[config.mk]
export PLATFORM = sky130hd
export DESIGN_NAME = act_skew_feeder_flat
export DESIGN_NICKNAME = d
export VERILOG_FILES = /design/src/rtl/act_skew_feeder_if.sv /design/src/rtl/act_skew_feeder.sv /design/src/flat_wrapper.sv
export SDC_FILE = /design/constraint.sdc
export NUM_CORES = 1
export LEC_CHECK = 0
export ABC_AREA = 0
export BUFFER_PORTS_ARGS = -buffer_cell sky130_fd_sc_hd__buf_2
export CORE_ASPECT_RATIO = 1.75
export CORE_MARGIN = 3
export CORE_UTILIZATION = 53
export DETAILED_ROUTE_END_ITERATION = 6
export PLACE_DENSITY = 0.86
export SYNTH_ARGS = -nofsm -noshare
export SYNTH_HDL_FRONTEND = slang
export SYNTH_SLANG_ARGS = --single-unit
[constraint.sdc]
create_clock -name clk -period 2.4 [get_ports clk]
set_input_delay 0.12 -clock clk [delete_from_list [all_inputs] [get_ports clk]]
set_output_delay 0.12 -clock clk [all_outputs]
set_load 0.1 [all_outputs]
[src/rtl/act_skew_feeder_if.sv]
// Activation input stream: one ROWS-wide vector per beat,
// with a tile-end marker, under a valid/ready handshake.
interface act_skew_feeder_if #(
  parameter int ROWS   = 4,
  parameter int DATA_W = 8
);
  logic                   in_valid;
  logic                   in_ready;
  logic [ROWS*DATA_W-1:0] in_data;
  logic                   in_last;

  modport master (
    output in_valid,
    output in_data,
    output in_last,
    input  in_ready
  );

  modport slave (
    input  in_valid,
    input  in_data,
    input  in_last,
    output in_ready
  );
endinterface

[src/rtl/act_skew_feeder.sv]
// Buffers activation vectors and feeds them diagonally skewed
// into a systolic PE array, one lane per row.
module act_skew_feeder #(
  parameter int ROWS       = 4,
  parameter int DATA_W     = 8,
  parameter int FIFO_DEPTH = 4
) (
  input  logic                   clk,
  input  logic                   rst,
  input  logic                   clear,
  act_skew_feeder_if.slave       in_if,
  output logic [ROWS*DATA_W-1:0] a_out,
  output logic [ROWS-1:0]        a_vld,
  output logic                   busy,
  output logic                   done
);

  localparam int AW = (FIFO_DEPTH > 1) ? $clog2(FIFO_DEPTH) : 1;
  localparam int CW = (ROWS > 1) ? $clog2(ROWS) : 1;
  localparam int VW = ROWS * DATA_W;

  typedef enum logic [1:0] {
    IDLE,
    STREAM,
    DRAIN
  } state_t;

  state_t state, state_nx;
  logic [CW-1:0] cnt, cnt_nx;
  logic          done_nx;

  logic [VW-1:0]         mem_d [FIFO_DEPTH];
  logic [FIFO_DEPTH-1:0] mem_l;
  logic [AW-1:0]         wr_ptr, rd_ptr;
  logic [AW:0]           count;

  logic          full, empty;
  logic          push, pop;
  logic [VW-1:0] head_d;
  logic          head_l;

  assign full  = (count == (AW+1)'(FIFO_DEPTH));
  assign empty = (count == '0);

  assign in_if.in_ready = !full;

  assign push   = in_if.in_valid && !full;
  assign pop    = (state == STREAM) && !empty;
  assign head_d = mem_d[rd_ptr];
  assign head_l = mem_l[rd_ptr];

  always_ff @(posedge clk) begin
    if (push && !clear) begin
      mem_d[wr_ptr] <= in_if.in_data;
      mem_l[wr_ptr] <= in_if.in_last;
    end
  end

  always_ff @(posedge clk or posedge rst) begin
    if (rst) begin
      wr_ptr <= '0;
      rd_ptr <= '0;
      count  <= '0;
    end else if (clear) begin
      wr_ptr <= '0;
      rd_ptr <= '0;
      count  <= '0;
    end else begin
      if (push) wr_ptr <= wr_ptr + 1'b1;
      if (pop)  rd_ptr <= rd_ptr + 1'b1;
      case ({push, pop})
        2'b10:   count <= count + 1'b1;
        2'b01:   count <= count - 1'b1;
        default: count <= count;
      endcase
    end
  end

  // DRAIN spends ROWS cycles so the last vector clears every lane
  always_comb begin
    state_nx = state;
    cnt_nx   = cnt;
    done_nx  = 1'b0;
    unique case (state)
      IDLE: begin
        if (!empty) state_nx = STREAM;
      end
      STREAM: begin
        if (pop && head_l) begin
          state_nx = DRAIN;
          cnt_nx   = '0;
        end
      end
      DRAIN: begin
        if (cnt == CW'(ROWS-1)) begin
          state_nx = IDLE;
          cnt_nx   = '0;
          done_nx  = 1'b1;
        end else begin
          cnt_nx = cnt + 1'b1;
        end
      end
      default: begin
        state_nx = IDLE;
        cnt_nx   = '0;
      end
    endcase
  end

  always_ff @(posedge clk or posedge rst) begin
    if (rst) begin
      state <= IDLE;
      cnt   <= '0;
      done  <= 1'b0;
    end else if (clear) begin
      state <= IDLE;
      cnt   <= '0;
      done  <= 1'b0;
    end else begin
      state <= state_nx;
      cnt   <= cnt_nx;
      done  <= done_nx;
    end
  end

  assign busy = (state != IDLE);

  // lane r is a shift chain of r+1 stages; bubbles enter as zero
  for (genvar r = 0; r < ROWS; r++) begin : g_lane
    logic [DATA_W-1:0] sd [r+1];
    logic [r:0]        sv;

    always_ff @(posedge clk or posedge rst) begin
      if (rst) begin
        for (int k = 0; k <= r; k++) sd[k] <= '0;
        sv <= '0;
      end else if (clear) begin
        for (int k = 0; k <= r; k++) sd[k] <= '0;
        sv <= '0;
      end else begin
        sd[0] <= pop ? head_d[r*DATA_W +: DATA_W] : '0;
        sv[0] <= pop;
        for (int k = 1; k <= r; k++) begin
          sd[k] <= sd[k-1];
          sv[k] <= sv[k-1];
        end
      end
    end

    assign a_out[r*DATA_W +: DATA_W] = sd[r];
    assign a_vld[r]                  = sv[r];
  end

endmodule

[src/flat_wrapper.sv]
// flat-port wrapper written by rule: the top's interface ports become plain ports
module act_skew_feeder_flat 
#(
  parameter int ROWS       = 4,
  parameter int DATA_W     = 8,
  parameter int FIFO_DEPTH = 4
)
  (clk, rst, clear, a_out, a_vld, busy, done, in_if_in_valid, in_if_in_data, in_if_in_last, in_if_in_ready);
  act_skew_feeder_if #(.ROWS(ROWS), .DATA_W(DATA_W)) in_if_i ();
  input  logic clk;
  input  logic rst;
  input  logic clear;
  output logic [ROWS*DATA_W-1:0] a_out;
  output logic [ROWS-1:0] a_vld;
  output logic busy;
  output logic done;
  input wire logic [$bits(in_if_i.in_valid)-1:0] in_if_in_valid;
  input wire logic [$bits(in_if_i.in_data)-1:0] in_if_in_data;
  input wire logic [$bits(in_if_i.in_last)-1:0] in_if_in_last;
  output wire logic [$bits(in_if_i.in_ready)-1:0] in_if_in_ready;
  assign in_if_i.in_valid = in_if_in_valid;
  assign in_if_i.in_data = in_if_in_data;
  assign in_if_i.in_last = in_if_in_last;
  assign in_if_in_ready = in_if_i.in_ready;
  act_skew_feeder #(.ROWS(ROWS), .DATA_W(DATA_W), .FIFO_DEPTH(FIFO_DEPTH)) u_core (.clk(clk), .rst(rst), .clear(clear), .in_if(in_if_i), .a_out(a_out), .a_vld(a_vld), .busy(busy), .done(done));
endmodule
==> results.md <==
Worst setup path:
- On the critical path, the stage with the largest delay is an instance of sky130_fd_sc_hd__or4_4.
- STA classifies the critical path endpoint as a flop.
- The largest fanout on the critical path is 4.
- The critical path startpoint category is a flop.
- In this run the worst setup path begins at u_core.count[0].
- The critical path goes through or3_4, nor2b_4, and2_4, fa_2, or4_4, a21o_1, a31oi_1.
- The worst setup path is of the reg -> reg kind.
- The startpoint identified for the worst register-to-register timing path is u_core.count[0].
- The delay of the slowest cell on the worst path is 0.52 ns.
- The required arrival time at the worst endpoint is approximately 2.8 ns.
- For the worst setup path, the data arrival time is 2.77 ns.

CTS:
- The clock reaches the later pin of the worst-skew pair after 0.49 ns.
- CTS placed an instance of sky130_fd_sc_hd__clkbuf_16 at the clock tree root.
- After clock tree synthesis, the clock-pin slew on the worst setup and hold paths is around 0.07 ns.
- Buffers inserted during clock tree synthesis total 20.
- The largest buffer count on any clock path is 3.
- The CTS tree is done.
- The CTS H-tree depth is 1.
- The tree built by TritonCTS fans out to 228 sinks.

Floorplanning:
- After floorplanning, the core was divided into 60 placement rows.
- The floorplan step defined a die boundary enclosing 17400 µm².
- The initial utilization of the core area, before any placement, comes to between 50% and 60%.
- The die extent in x is around 100 µm.
- The die is ~170 µm tall.
- Pin placement for this block handled between 70 and 80 I/O pins.
- The core region area is 15500 µm².

Synthesis:
- Summing every instance area after synthesis gives between 8000 and 9000 µm².
- The sequential cell area fraction in the yosys report is approximately three quarters.
- The number of nets handed over by synthesis was just under 500.
- Synthesis instantiated 35 different standard cells from the library.
- In this run, synthesis inferred roughly 130 flip-flops with an integrated enable.
- For this run, the number of Yosys warnings is 0.
- The post-synthesis async set-or-reset flop share is about 42%.
- Synthesis produced a netlist whose cell count is about 450.
- Dividing the synthesized area by the synthesized cell count gives 18.7 µm².
- After synthesis the netlist holds a flip-flop and latch count of around 230.
- For this run, the leading register cell type out of synthesis is sky130_fd_sc_hd__edfxtp_1.

Routing:
- The number of iterations in the first detailed-routing pass is 4.
- The count of antenna-violating nets left after detailed routing is 0.
- The routed layout has between 3000 and 4000 vias.
- The number of design rule violations left after detail routing is 0.
- The routed length per instance is 18.4 µm.
- Summed over all layers, the routed wires come to approximately 14 mm.
- The count of routing violations after the opening detailed-route iteration is about 210.
- The detail-routed via count per cell is roughly 5.2.

Pwr:
- IR analysis of the VDD net gives a maximum drop of around 620 µV.
- The analysis attributes to net switching a power of ~0.0024 W.
- In this run, the combinational gates consume between 15 and 20% of the power.
- The power share of the clock group is 34.0%.
- Cell internal power was estimated by the tool at between 0.006 and 0.007 W.
- Net switching is about a quarter of the power.
- Of the total power, registers draw about half.
- In this run the static leakage power is between 4 and 5 nW.
- The power density over the cells is around 940 nW/µm².

Global routing:
- The number of global-route vias before repair is between 4000 and 5000.
- The first global-routing pass estimated approximately 22 mm of wire.
- The largest net degree at the start of global routing is 39.
- The aggregate global routing overflow is 0.
- The number of antenna violations at the first check in global routing is 0.
- The total track usage is between 15 and 20%.

Finish:
- The final cell area excluding filler cells is a little under 10000 µm².
- The most frequent standard cell in the layout excluding fill and tap cells is sky130_fd_sc_hd__edfxtp_1.
- The number of antenna diodes in the final layout is 0.
- For this run, the share of the core covered by cells in the final layout is a little under two thirds.
- The area growth from synthesis to layout is 18.1%.
- The library cells used most frequently in the layout, excluding fill and tap cells, are sky130_fd_sc_hd__edfxtp_1 (132), sky130_fd_sc_hd__dfrtp_1 (94), sky130_fd_sc_hd__buf_2 (75).
- The post-route netlist has 30.4% of its cells at a drive strength greater than 1.
- The final layout contains around 600 nets.
- After the flow finishes, the layout carries non-filler instances totaling 752.

Timing:
- In this run the tightest slew margin relative to its limit is between 40% and 50%.
- In the finished design, the share of the clock period the worst path needs comes to about 100%.
- The number of pins with negative max-slew slack in the final report is 0.
- Based on the critical path, the design can be clocked at up to about 420 MHz.
- The count of endpoints failing setup in the final report is 0.
- The routed design could run at a clock period as short as around 2.4 ns.
- The number of failing hold endpoints at the final stage is 0.
- Setup slack closes at about 0.045 ns.
- The transition time at the pin with the least slew margin is around 0.90 ns.
- Setup total negative slack on the finished layout was measured at 0 ns.
- The setup clock skew after layout is 0.0113 ns.

Placement:
- The cell area reported after detailed placement is between 8000 and 9000 µm².
- The placement-stage worst setup slack is slightly below 0.04 ns.
- The global placer's final weighted congestion is approximately 0.72.
- The post-detailed-placement half-perimeter wirelength is approximately 8.4 mm.
- The count of buffers added on input and output ports is 75.
- The number of placed instances, taps included, is roughly 680.

Flow run:
- The max-cap check violation count is 0.

Min path:
- The path class of the lowest-slack min-delay path is in -> async.

Outcome:
- The flow ran to the end, and the final reports show no timing, DRC or antenna violations.
[metal layers]
| metal | wire length, µm | up-vias | GRT usage (%) |
|---|---|---|---|
| met2 | 7540 | 109 | 29.0 |
| met1 | 5190 | 2012 | 20.0 |
| li1 | - | 1789 | - |
| met3 | 639 | 34 | 2.46 |
| met5 | 0 | - | 0 |
| met4 | 457 | 0 | 6.89 |
[cells in the mapped netlist, types with 2 or more instances]
cell                       count  area, µm²
sky130_fd_sc_hd__dfrtp_1      96       2400
sky130_fd_sc_hd__edfxtp_1    132       3960
sky130_fd_sc_hd__buf_2         2       10.0
sky130_fd_sc_hd__xnor2_1       3       26.3
sky130_fd_sc_hd__nand2b_1      3       18.8
sky130_fd_sc_hd__clkbuf_1     12       45.0
sky130_fd_sc_hd__nor2_1       11       41.3
sky130_fd_sc_hd__nand3_1       5       25.0
sky130_fd_sc_hd__and2_1        6       37.5
sky130_fd_sc_hd__a21oi_1       2       10.0
sky130_fd_sc_hd__and2b_1      22        165
sky130_fd_sc_hd__nor2b_1      63        394
sky130_fd_sc_hd__a32o_1        2       20.0
sky130_fd_sc_hd__ha_1          5       62.6
sky130_fd_sc_hd__buf_4        29        218
sky130_fd_sc_hd__mux4_2       33        743
sky130_fd_sc_hd__inv_1         4       15.0
[registers in the layout (all words and copies together), names as in the netlist]
name / count
u_core.state: 2
u_core.count: 3
u_core.wr_ptr: 2
u_core.a_out: 24
u_core.cnt: 2
u_core.mem_l: 4
u_core.g_lane.sd: 56
u_core.done: 1
u_core.rd_ptr: 2
u_core.mem_d: 128
u_core.g_lane.sv: 4
[cells by family after synthesis]
kind of cell    after synthesis  synth area share (%)
compound gates                8                 0.687
xor+xnor                      4                 0.508
fa+ha+maj                     6                 0.986
buf+inv                      47                  3.44
flops                       228                  76.0
mux                          35                  9.17
simple gates                120                  9.19
[layout make-up]
class	count	area, µm²
Fill cell	1028	5580
Tap cell	186	233
Multi-Input combinational cell	173	1730
Sequential cell	228	6370
Inverter	4	18.8
Timing Repair Buffer	125	878
Clock buffer	26	562
Clock inverter	10	92.6
[power groups by stage]
stage / clock network (W) / logic [W] / registers [W]
2_1_floorplan: 0 / 0.00109 / 0.00469
3_3_place_gp: 0 / 0.00146 / 0.00460
3_5_place_dp: 0 / 0.00152 / 0.00462
4_1_cts: 0.00321 / 0.00158 / 0.00454
5_1_grt: 0.00336 / 0.00168 / 0.00457
6_report: 0.00314 / 0.00157 / 0.00454
[stage by stage]
stage	hold WS, ns	power [W]
5_1_grt	0.385	0.00962
6_report	0.352	0.00925
3_3_place_gp	0.299	0.00606
4_1_cts	0.362	0.00934
2_1_floorplan	0.219	0.00577
3_5_place_dp	0.323	0.00614
[path summary, 6_finish.rpt]
kind                                                to  slack [ns]  cells past startpoint
min in group clk                   u_core.mem_d[0][31]        0.38                      2
worst min register to register        u_core.a_out[22]        0.46                      1
worst max-delay path                   u_core.count[2]        0.05                      7
worst max register to register         u_core.count[2]        0.05                      7
worst min-delay path                  u_core.a_out[27]        0.35                      3
max in group asynchronous       u_core.g_lane[0].sd[2]        1.37                      4
[worst max-delay path, delay by kind of cell (launching register included)]
family	cells	cell delay, ns
AO/OA/AOI/OAI	2	0.30
adder cells (fa/ha/maj)	1	0.39
flip-flops	1	0.39
AND/OR/NAND/NOR	4	1.20
[timing repair]
item / CTS / global route
buffers inserted: 0 / 1
hold endpoints to repair: 169 / 0
resized for setup: 0 / 2
endpoints found under the setup margin: 0 / 1
hold buffers: 36 / 0
No activity file was read; power rests on OpenSTA's default activity.
